### config.mk
export PLATFORM = sky130hd
export DESIGN_NAME = load_store_unit
export DESIGN_NICKNAME = d
export VERILOG_FILES = /design/src/rtl/load_store_unit.sv
export SDC_FILE = /design/constraint.sdc
export NUM_CORES = 1
export LEC_CHECK = 0
export ABC_AREA = 1
export BUFFER_PORTS_ARGS = -buffer_cell sky130_fd_sc_hd__buf_2
export CORE_MARGIN = 3
export CORE_UTILIZATION = 48
export DETAILED_ROUTE_END_ITERATION = 10
export PLACE_DENSITY = 0.89
export REMOVE_ABC_BUFFERS = 1
export SYNTH_ARGS = -nofsm -noshare
export SYNTH_HDL_FRONTEND = slang
export SYNTH_SLANG_ARGS = --single-unit
### constraint.sdc
create_clock -name clk -period 1.9 [get_ports clk]
set_input_delay 0.19 -clock clk [delete_from_list [all_inputs] [get_ports clk]]
set_output_delay 0.19 -clock clk [all_outputs]
set_load 0.05 [all_outputs]
### src/rtl/load_store_unit.sv
// Load/store unit bridging the CPU MEM stage to a word-organised data memory.
// Adds byte/halfword access (read-modify-write stores, extended loads) and fault detection.
module load_store_unit #(
  parameter logic [31:0] ADDR_LIMIT = 32'h0000_0400
) (
  input  logic        clk,
  input  logic        rst_n,
  input  logic        req_valid,
  output logic        req_ready,
  input  logic        req_write,
  input  logic [1:0]  req_size,
  input  logic        req_unsigned,
  input  logic [31:0] req_addr,
  input  logic [31:0] req_wdata,
  output logic        resp_valid,
  output logic [31:0] resp_rdata,
  output logic        resp_fault,
  output logic        mem_read,
  output logic        mem_write,
  output logic [31:0] mem_addr,
  output logic [31:0] mem_wdata,
  input  logic [31:0] mem_rdata
);

  typedef enum logic [1:0] {IDLE, READ, WRITE, RESP} state_t;

  localparam logic [1:0] SZ_BYTE = 2'b00;
  localparam logic [1:0] SZ_HALF = 2'b01;
  localparam logic [1:0] SZ_WORD = 2'b10;

  state_t      state_q, state_d;
  logic        write_q, write_d;
  logic [1:0]  size_q, size_d;
  logic        unsigned_q, unsigned_d;
  logic [31:0] addr_q, addr_d;
  logic [15:0] wdata_q, wdata_d;
  logic [31:0] rdata_q, rdata_d;
  logic        fault_q, fault_d;
  logic [31:0] mwdata_q, mwdata_d;

  logic        accept;
  logic        req_fault;
  logic [7:0]  lane_byte;
  logic [15:0] lane_half;
  logic [31:0] load_data;
  logic [31:0] merged;

  assign req_ready  = (state_q == IDLE) && rst_n;
  assign accept     = req_valid && req_ready;

  assign mem_read   = (state_q == READ);
  assign mem_write  = (state_q == WRITE);
  assign mem_addr   = {addr_q[31:2], 2'b00};
  assign mem_wdata  = mwdata_q;

  assign resp_valid = (state_q == RESP);
  assign resp_rdata = rdata_q;
  assign resp_fault = fault_q;

  // Misalignment, illegal size and out-of-range all abort before any memory strobe.
  always_comb begin
    req_fault = (req_addr >= ADDR_LIMIT);
    case (req_size)
      SZ_BYTE: ;
      SZ_HALF: if (req_addr[0]) req_fault = 1'b1;
      SZ_WORD: if (req_addr[1:0] != 2'b00) req_fault = 1'b1;
      default: req_fault = 1'b1;
    endcase
  end

  // Little-endian lane extraction with sign/zero extension for loads.
  always_comb begin
    lane_byte = mem_rdata[{addr_q[1:0], 3'b000} +: 8];
    lane_half = addr_q[1] ? mem_rdata[31:16] : mem_rdata[15:0];
    case (size_q)
      SZ_BYTE: load_data = {{24{lane_byte[7] & ~unsigned_q}}, lane_byte};
      SZ_HALF: load_data = {{16{lane_half[15] & ~unsigned_q}}, lane_half};
      default: load_data = mem_rdata;
    endcase
  end

  // Sub-word store merge: only the selected lane changes, other bytes pass through.
  always_comb begin
    merged = mem_rdata;
    if (size_q == SZ_HALF) begin
      if (addr_q[1]) merged[31:16] = wdata_q;
      else           merged[15:0]  = wdata_q;
    end else begin
      merged[{addr_q[1:0], 3'b000} +: 8] = wdata_q[7:0];
    end
  end

  always_comb begin
    // NOTE: every signal gets its hold value first so no path leaves it unassigned (no latch).
    state_d    = state_q;
    write_d    = write_q;
    size_d     = size_q;
    unsigned_d = unsigned_q;
    addr_d     = addr_q;
    wdata_d    = wdata_q;
    rdata_d    = rdata_q;
    fault_d    = fault_q;
    mwdata_d   = mwdata_q;

    case (state_q)
      IDLE: begin
        if (accept) begin
          write_d    = req_write;
          size_d     = req_size;
          unsigned_d = req_unsigned;
          addr_d     = req_addr;
          wdata_d    = req_wdata[15:0];
          rdata_d    = '0;
          fault_d    = req_fault;
          if (req_fault) begin
            state_d = RESP;
          end else if (req_write && (req_size == SZ_WORD)) begin
            mwdata_d = req_wdata;
            state_d  = WRITE;
          end else begin
            state_d = READ;
          end
        end
      end
      READ: begin
        if (write_q) begin
          mwdata_d = merged;
          state_d  = WRITE;
        end else begin
          rdata_d = load_data;
          state_d = RESP;
        end
      end
      WRITE:   state_d = RESP;
      RESP:    state_d = IDLE;
      default: state_d = IDLE;
    endcase
  end

  always_ff @(posedge clk or negedge rst_n) begin
    if (!rst_n) begin
      state_q    <= IDLE;
      write_q    <= 1'b0;
      size_q     <= 2'b00;
      unsigned_q <= 1'b0;
      addr_q     <= '0;
      wdata_q    <= '0;
      rdata_q    <= '0;
      fault_q    <= 1'b0;
      mwdata_q   <= '0;
    end else begin
      // NOTE: non-blocking so every register samples the pre-edge values of the others.
      state_q    <= state_d;
      write_q    <= write_d;
      size_q     <= size_d;
      unsigned_q <= unsigned_d;
      addr_q     <= addr_d;
      wdata_q    <= wdata_d;
      rdata_q    <= rdata_d;
      fault_q    <= fault_d;
      mwdata_q   <= mwdata_d;
    end
  end

endmodule
# Word level (Yosys, flattened, before mapping)
# Index checks and enable logic that the tools add are counted.
[op_classes]
addsub = 1
n_lt_le_gt_ge = 1
n_eq_ne = 11
shifts = 3
mux = 22
n_bitwise = 3
reduce_logical = 11
[op_table]
columns = ["cell", "n"]
rows = [
  ["$mux 32", 7],
  ["$pmux 32 s2", 3],
  ["$mux 16", 3],
  ["$bwmux 32", 1],
  ["$ge 32x11->1 const B", 1],
  ["$shift 8x7->32 const A", 1],
  ["$shiftx 32x6->8", 1],
  ["$shiftx 8x7->32", 1],
  ["$pmux 2 s4", 1],
  ["$neg 5->7", 1],
  ["$eq 2x1->1 const B", 3],
  ["$eq 2x2->1 const B", 3],
  ["$logic_not 2->1", 3],
  ["$mux 2", 3],
  ["$ne 2x2->1 const B", 3],
  ["$reduce_and 5->1", 1],
  ["$ne 2x1->1 const B", 2],
  ["$reduce_bool 2->1", 2],
  ["$logic_and 1x1->1", 3],
  ["$mux 1", 3],
  ["$pmux 1 s3", 1],
  ["$reduce_and 3->1", 1],
  ["$and 1x1->1", 2],
  ["$reduce_and 2->1", 1],
  ["$not 1->1", 1],
]
[word_totals]
regBits = 119
input_bits = 103
output_inout_bits = 101
wordCells = 61

# Logic depth before layout (Yosys ltp)
[depth]
ltp_word = 6
depth_mapped = 13
depth_no_buf = 12

# Least setup slack after synthesis
# Ideal clock, no wire load.
[synth_timing]
path_type = "reg-to-reg"
startpoint = "reg state_q[1]"
endpoint = "reg rdata_q[13], in the netlist resp_rdata[13]"
setup_time_ns = 0.066
arrival_time_ns = 1.998
required_time_ns = 1.834
path_slack_ns = -0.164
path_stages_with_launch = 13
n_path_buf = 2
period_less_slack_ns = 2.064
path_cell_list = "dfrtp_1 inv_1 ha_1 buf_4 inv_2 nor2_2 inv_1 nor2_8 inv_4 buf_6 nor2_1 o21ai_0 nand2_1"
[synth_via]
elab_cells_between_ends = 9
cone_classes = "eq/ne (3); mux (1); reduce/logical (5)"
[synth_rtl]
columns = ["item", "line", "rtl"]
rows = [
  ["from (decl)", "31", "state_t state_q, state_d;"],
  ["from (signal assigned)", "153", "state_q <= state_d;"],
  ["$eq 2x1->1 *", "n/a", ""],
  ["via mem_read", "18", "output logic mem_read,"],
  ["$ne 2x2->1 (no line) / $reduce_bool 2->1 (equally long branches)", "n/a", ""],
  ["$reduce_and 3->1 (no line)", "n/a", ""],
  ["to (signal assigned)", "159", "rdata_q <= rdata_d;"],
  ["to (decl)", "37", "logic [31:0] rdata_q, rdata_d;"],
]
# The timed path passes the listed nets; every way through them passes the cells marked *.
# A chain may end at the register's enable or synchronous reset.

# Worst setup path after layout
[layout_timing]
startpoint = "reg addr_q[1]"
endpoint = "reg mwdata_q[29], in the netlist mem_wdata[29]"
[layout_via]
elab_chain_len = 6
elab_cells_between_ends = 8
cone_classes = "add/sub (1); shift (2); mux (5)"
[layout_rtl]
columns = ["item", "line", "rtl"]
rows = [
  ["from (decl)", "35", "logic [31:0] addr_q, addr_d;"],
  ["from (signal assigned)", "157", "addr_q <= addr_d;"],
  ["$neg 5->7", "89", "merged[{addr_q[1:0], 3'b000} +: 8] = wdata_q[7:0];"],
  ["$shiftx 8x7->32 / $shift 8x7->32 (equally long branches)", "89", ""],
  ["$bwmux 32", "89", ""],
  ["$mux 32 *", "85", "if (size_q == SZ_HALF) begin"],
  ["$mux 32 *", "126", "if (write_q) begin"],
  ["$pmux 32 s2 *", "105", "case (state_q)"],
  ["to (signal assigned)", "161", "mwdata_q <= mwdata_d;"],
  ["to (decl)", "39", "logic [31:0] mwdata_q, mwdata_d;"],
]
# Every way passes the cells marked *; elsewhere a longest branch is shown, timed or not. The select of a mux whose other input is x is not followed.

==> results.md <==
* H-tree depth at 4
* Antenna violations before repair at 2
* DRC viols at 0
* Total global routing overflow at 0
* Mapped Avg Cell Area at about 7.0 sq um
* Routability Congestion at ~0.91
* Post-synthesis mux area share at 0%
* Root Driver: clkbuf_16
* Final hold vios at 0
* Max VDD drop at roughly 1.5 mV
* Clock skew at roughly 0.015 ns
* Vias in the first global route at around 7000
* Maximum clock rate at approximately 0.56 GHz
* Ports at about 200
* WP data arrival at 2.16 ns
* Gr usage total at 28.3%
* R2R Path End: mem_wdata[29]
* CP max stage delay at between 0.3 and 0.4 ns
* Largest fanout on the critical path at 68
* Slowest CP cell: dfrtp_2
* Crit Path Category: flop to flop
* Power Density at 2060 nW/um^2
* Share of cells above drive strength 1 at approximately a quarter
* Port Buf Inserts at ~200
* Post-route cell area at approximately 9300 sq um
* Die area at between 15000 and 20000 sq um
* Nets at between 1000 and 1500
* Core footprint at between 10000 and 15000 sq um
* Seq/Total Area, Yosys at 41.3%
* Compound-gate portion of the synthesized area at a little under an eighth
* Post-synth top area share at about two fifths
* Outcome: finished clean
* Final setup fails at 0
* Leak at between 0.005 and 0.006 uW
* Sink Count at 119
* Final core occ at ~63%
* Fin crit share at between 90% and 100%
* CP cell instances: buf_12 > ha_1 > clkinv_1 > nor2_1 > buf_4 > nand2_1 > nand3_1 > nand3_1 > nand2_1 > nand3_1 > nand2_1
* Reg2reg path depth at 11
* Flop pwr share at between 20% and 30%
* Yosys warns at 0
* Hold WC Path Type: input port to flop
* FP Rows at 44
* Seq cells post-synth at approximately 120
* Largest family of logic cells by synthesized area: simple AND/OR/NAND/NOR gates
* Final Hold Slack at 0.0379 ns
* Pin count of the biggest net entering global routing at 120
* Vias/cell at 5.42
* Adder-cell area share of the yosys netlist at 2.08%
* Logic pwr share at 58.6%
* Synth area leaders: dfrtp_1 41%, nand2_1 20%, nand3_1 7.2%
* Critical path startpoint category: flop
* Post-layout power at about 19000 uW
* CP required at ~2.3 ns
* Worst-path clk slew at around 0.050 ns
* MaxCap Viol Count at 0
* Clock Power Share at between 10% and 20%
* Psw at 9900 uW
* Internal power at ~9200 uW
* FF-to-FF Start: addr_q[1]
* CTS buffer count at 17
* Worst reg2reg setup slack at approximately 0.10 ns
* Final Max Tran Viols at 0
* Setup_tns at 0 ns
* Clock period minus worst slack at about 1.8 ns
* First-pass GRT wire length at 36800 microns
* Area leader, netlist: dfrtp_1
* Unrepaired setup endpoints after global routing: true
* Crit. End Element: flop
* Synth Instances at 1022
* Hold path endpoint: wdata_q[11]
* Area growth syn-to-layout at 28.6%
* Post-Synth Simple-Gate Area at around a third
* Sw Ratio at around half
* Initial DRT Pass Iterations at 5
* Crit path from: addr_q[1]
* Remaining antenna violation count at 0
* Area after DPL at 8240 sq um
* Initial Utilization at between 40% and 50%
* Die X at roughly 130 microns
* Hold Crit Depth at 3
* Hold Path Origin: req_wdata[11]
* Slew margin rel. at between 50% and 60%
* Syn Std Cell Area at 7200 sq um
* CTS tree: built
* Final wirelength at 23500 microns
* Clk buf depth at 2
* Die Ht at about 130 microns
* First DRT Iteration DRCs at around 820
* Worst slew pin tran at between 0.6 and 0.7 ns
* Synth cell types at 34
* Worst-skew pair later-pin latency at around 0.43 ns
* Vias at between 7000 and 8000
* Post-synthesis xor/xnor area fraction at 0%
* Hpwl dp at about 16000 microns
* Routed len/inst at about 17 microns
critical path, delay by kind of cell (launching register included):
kind,cells,cell delay (ns)
and+or+nand+nor,7,0.61
buffers and inverters,3,0.52
DFF,1,0.39
adders and majority gates,1,0.21
cell usage in the layout (no fill, tap or decap), drive strengths merged:
master       count
o21bai           8
o21ai           82
diode            1
clkbuf          19
o22ai            6
clkinvlp         3
conb             2
nor3             9
nor2            74
clkinv           6
inv             68
dlygate4sd3     30
nand4            2
bufinv           5
nand3          105
o221ai           4
or2              1
o211ai          13
buf            228
dfrtp          119
a21oi           40
ha              12
nand2          388
how the worst max path moves through the flow:
stage	slack (ns)	depth (start not counted)	to
2_1_floorplan	-1.51	10	mem_wdata[17]
3_3_place_gp	0.06	10	mem_wdata[18]
3_5_place_dp	-0.02	10	mem_wdata[21]
4_1_cts	0.03	12	resp_rdata[15]
5_1_grt	-0.02	11	mem_wdata[26]
6_report	0.10	11	mem_wdata[29]
final cells by class:
| type | instances | area [sq um] |
|---|---|---|
| sequential | 119 | 2980 |
| tap | 184 | 230 |
| fill | 1259 | 5330 |
| antenna | 1 | 2.50 |
| clock buffer | 19 | 453 |
| multi-input combinational | 746 | 3480 |
| inverter | 69 | 269 |
| timing repair buffer | 258 | 1640 |
| clock inverter | 13 | 201 |
registers in the layout, indices dropped and copies added (netlist names):
register / cells
addr_q: 32
mem_wdata: 32
resp_rdata: 32
wdata_q: 16
size_q: 2
state_q: 2
resp_fault: 1
unsigned_q: 1
write_q: 1
metrics by stage:
step / worst slack, ns / instances
floorplan: -1.51 / 934
global placement: 0.0584 / 1346
detailed placement: -0.0203 / 1346
CTS: 0.0329 / 1408
global route: -0.0151 / 1408
finish: 0.102 / 1409
power groups by stage:
stage	clock, uW	combinational, uW	sequential [uW]
after floorplan	0	4520	7280
after global placement	0	10700	4300
after detailed placement	0	10900	4300
after CTS	3610	11000	4310
after global routing	3720	12100	4450
final	3550	11200	4350
cell families after synthesis:
| logic type | count (synthesis) |
|---|---|
| flops | 119 |
| compound gates | 153 |
| other cells | 1 |
| buf+inv | 158 |
| fa+ha+maj | 12 |
| simple gates | 579 |
cells in the mapped netlist, drive strengths merged:
master,number
o22ai,6
nor3,9
o21ai,82
o211ai,13
clkinv,1
ha,12
o21bai,8
nor2,74
conb,1
clkbuf,12
dfrtp,119
buf,77
nand4,2
a21oi,40
or2,1
inv,68
nand2,388
nand3,105
o221ai,4
metal layers:
layer | global-route usage (%) | up-vias | wire length (microns)
li1 | - | 3625 | -
met1 | 37.5 | 3515 | 9470
met2 | 44.7 | 448 | 10900
met3 | 8.43 | 48 | 2530
met4 | 9.39 | 4 | 531
met5 | 0 | - | 27
what timing repair did:
action / 4_1_cts / 5_1_grt
hold buffers: 30 / 0
buffers inserted: 0 / 0
resized for setup: 5 / 13
endpoints found under the hold margin: 148 / 0
setup endpoints to repair: 9 / 66
Note: power is estimated with default switching activity, not from simulation.
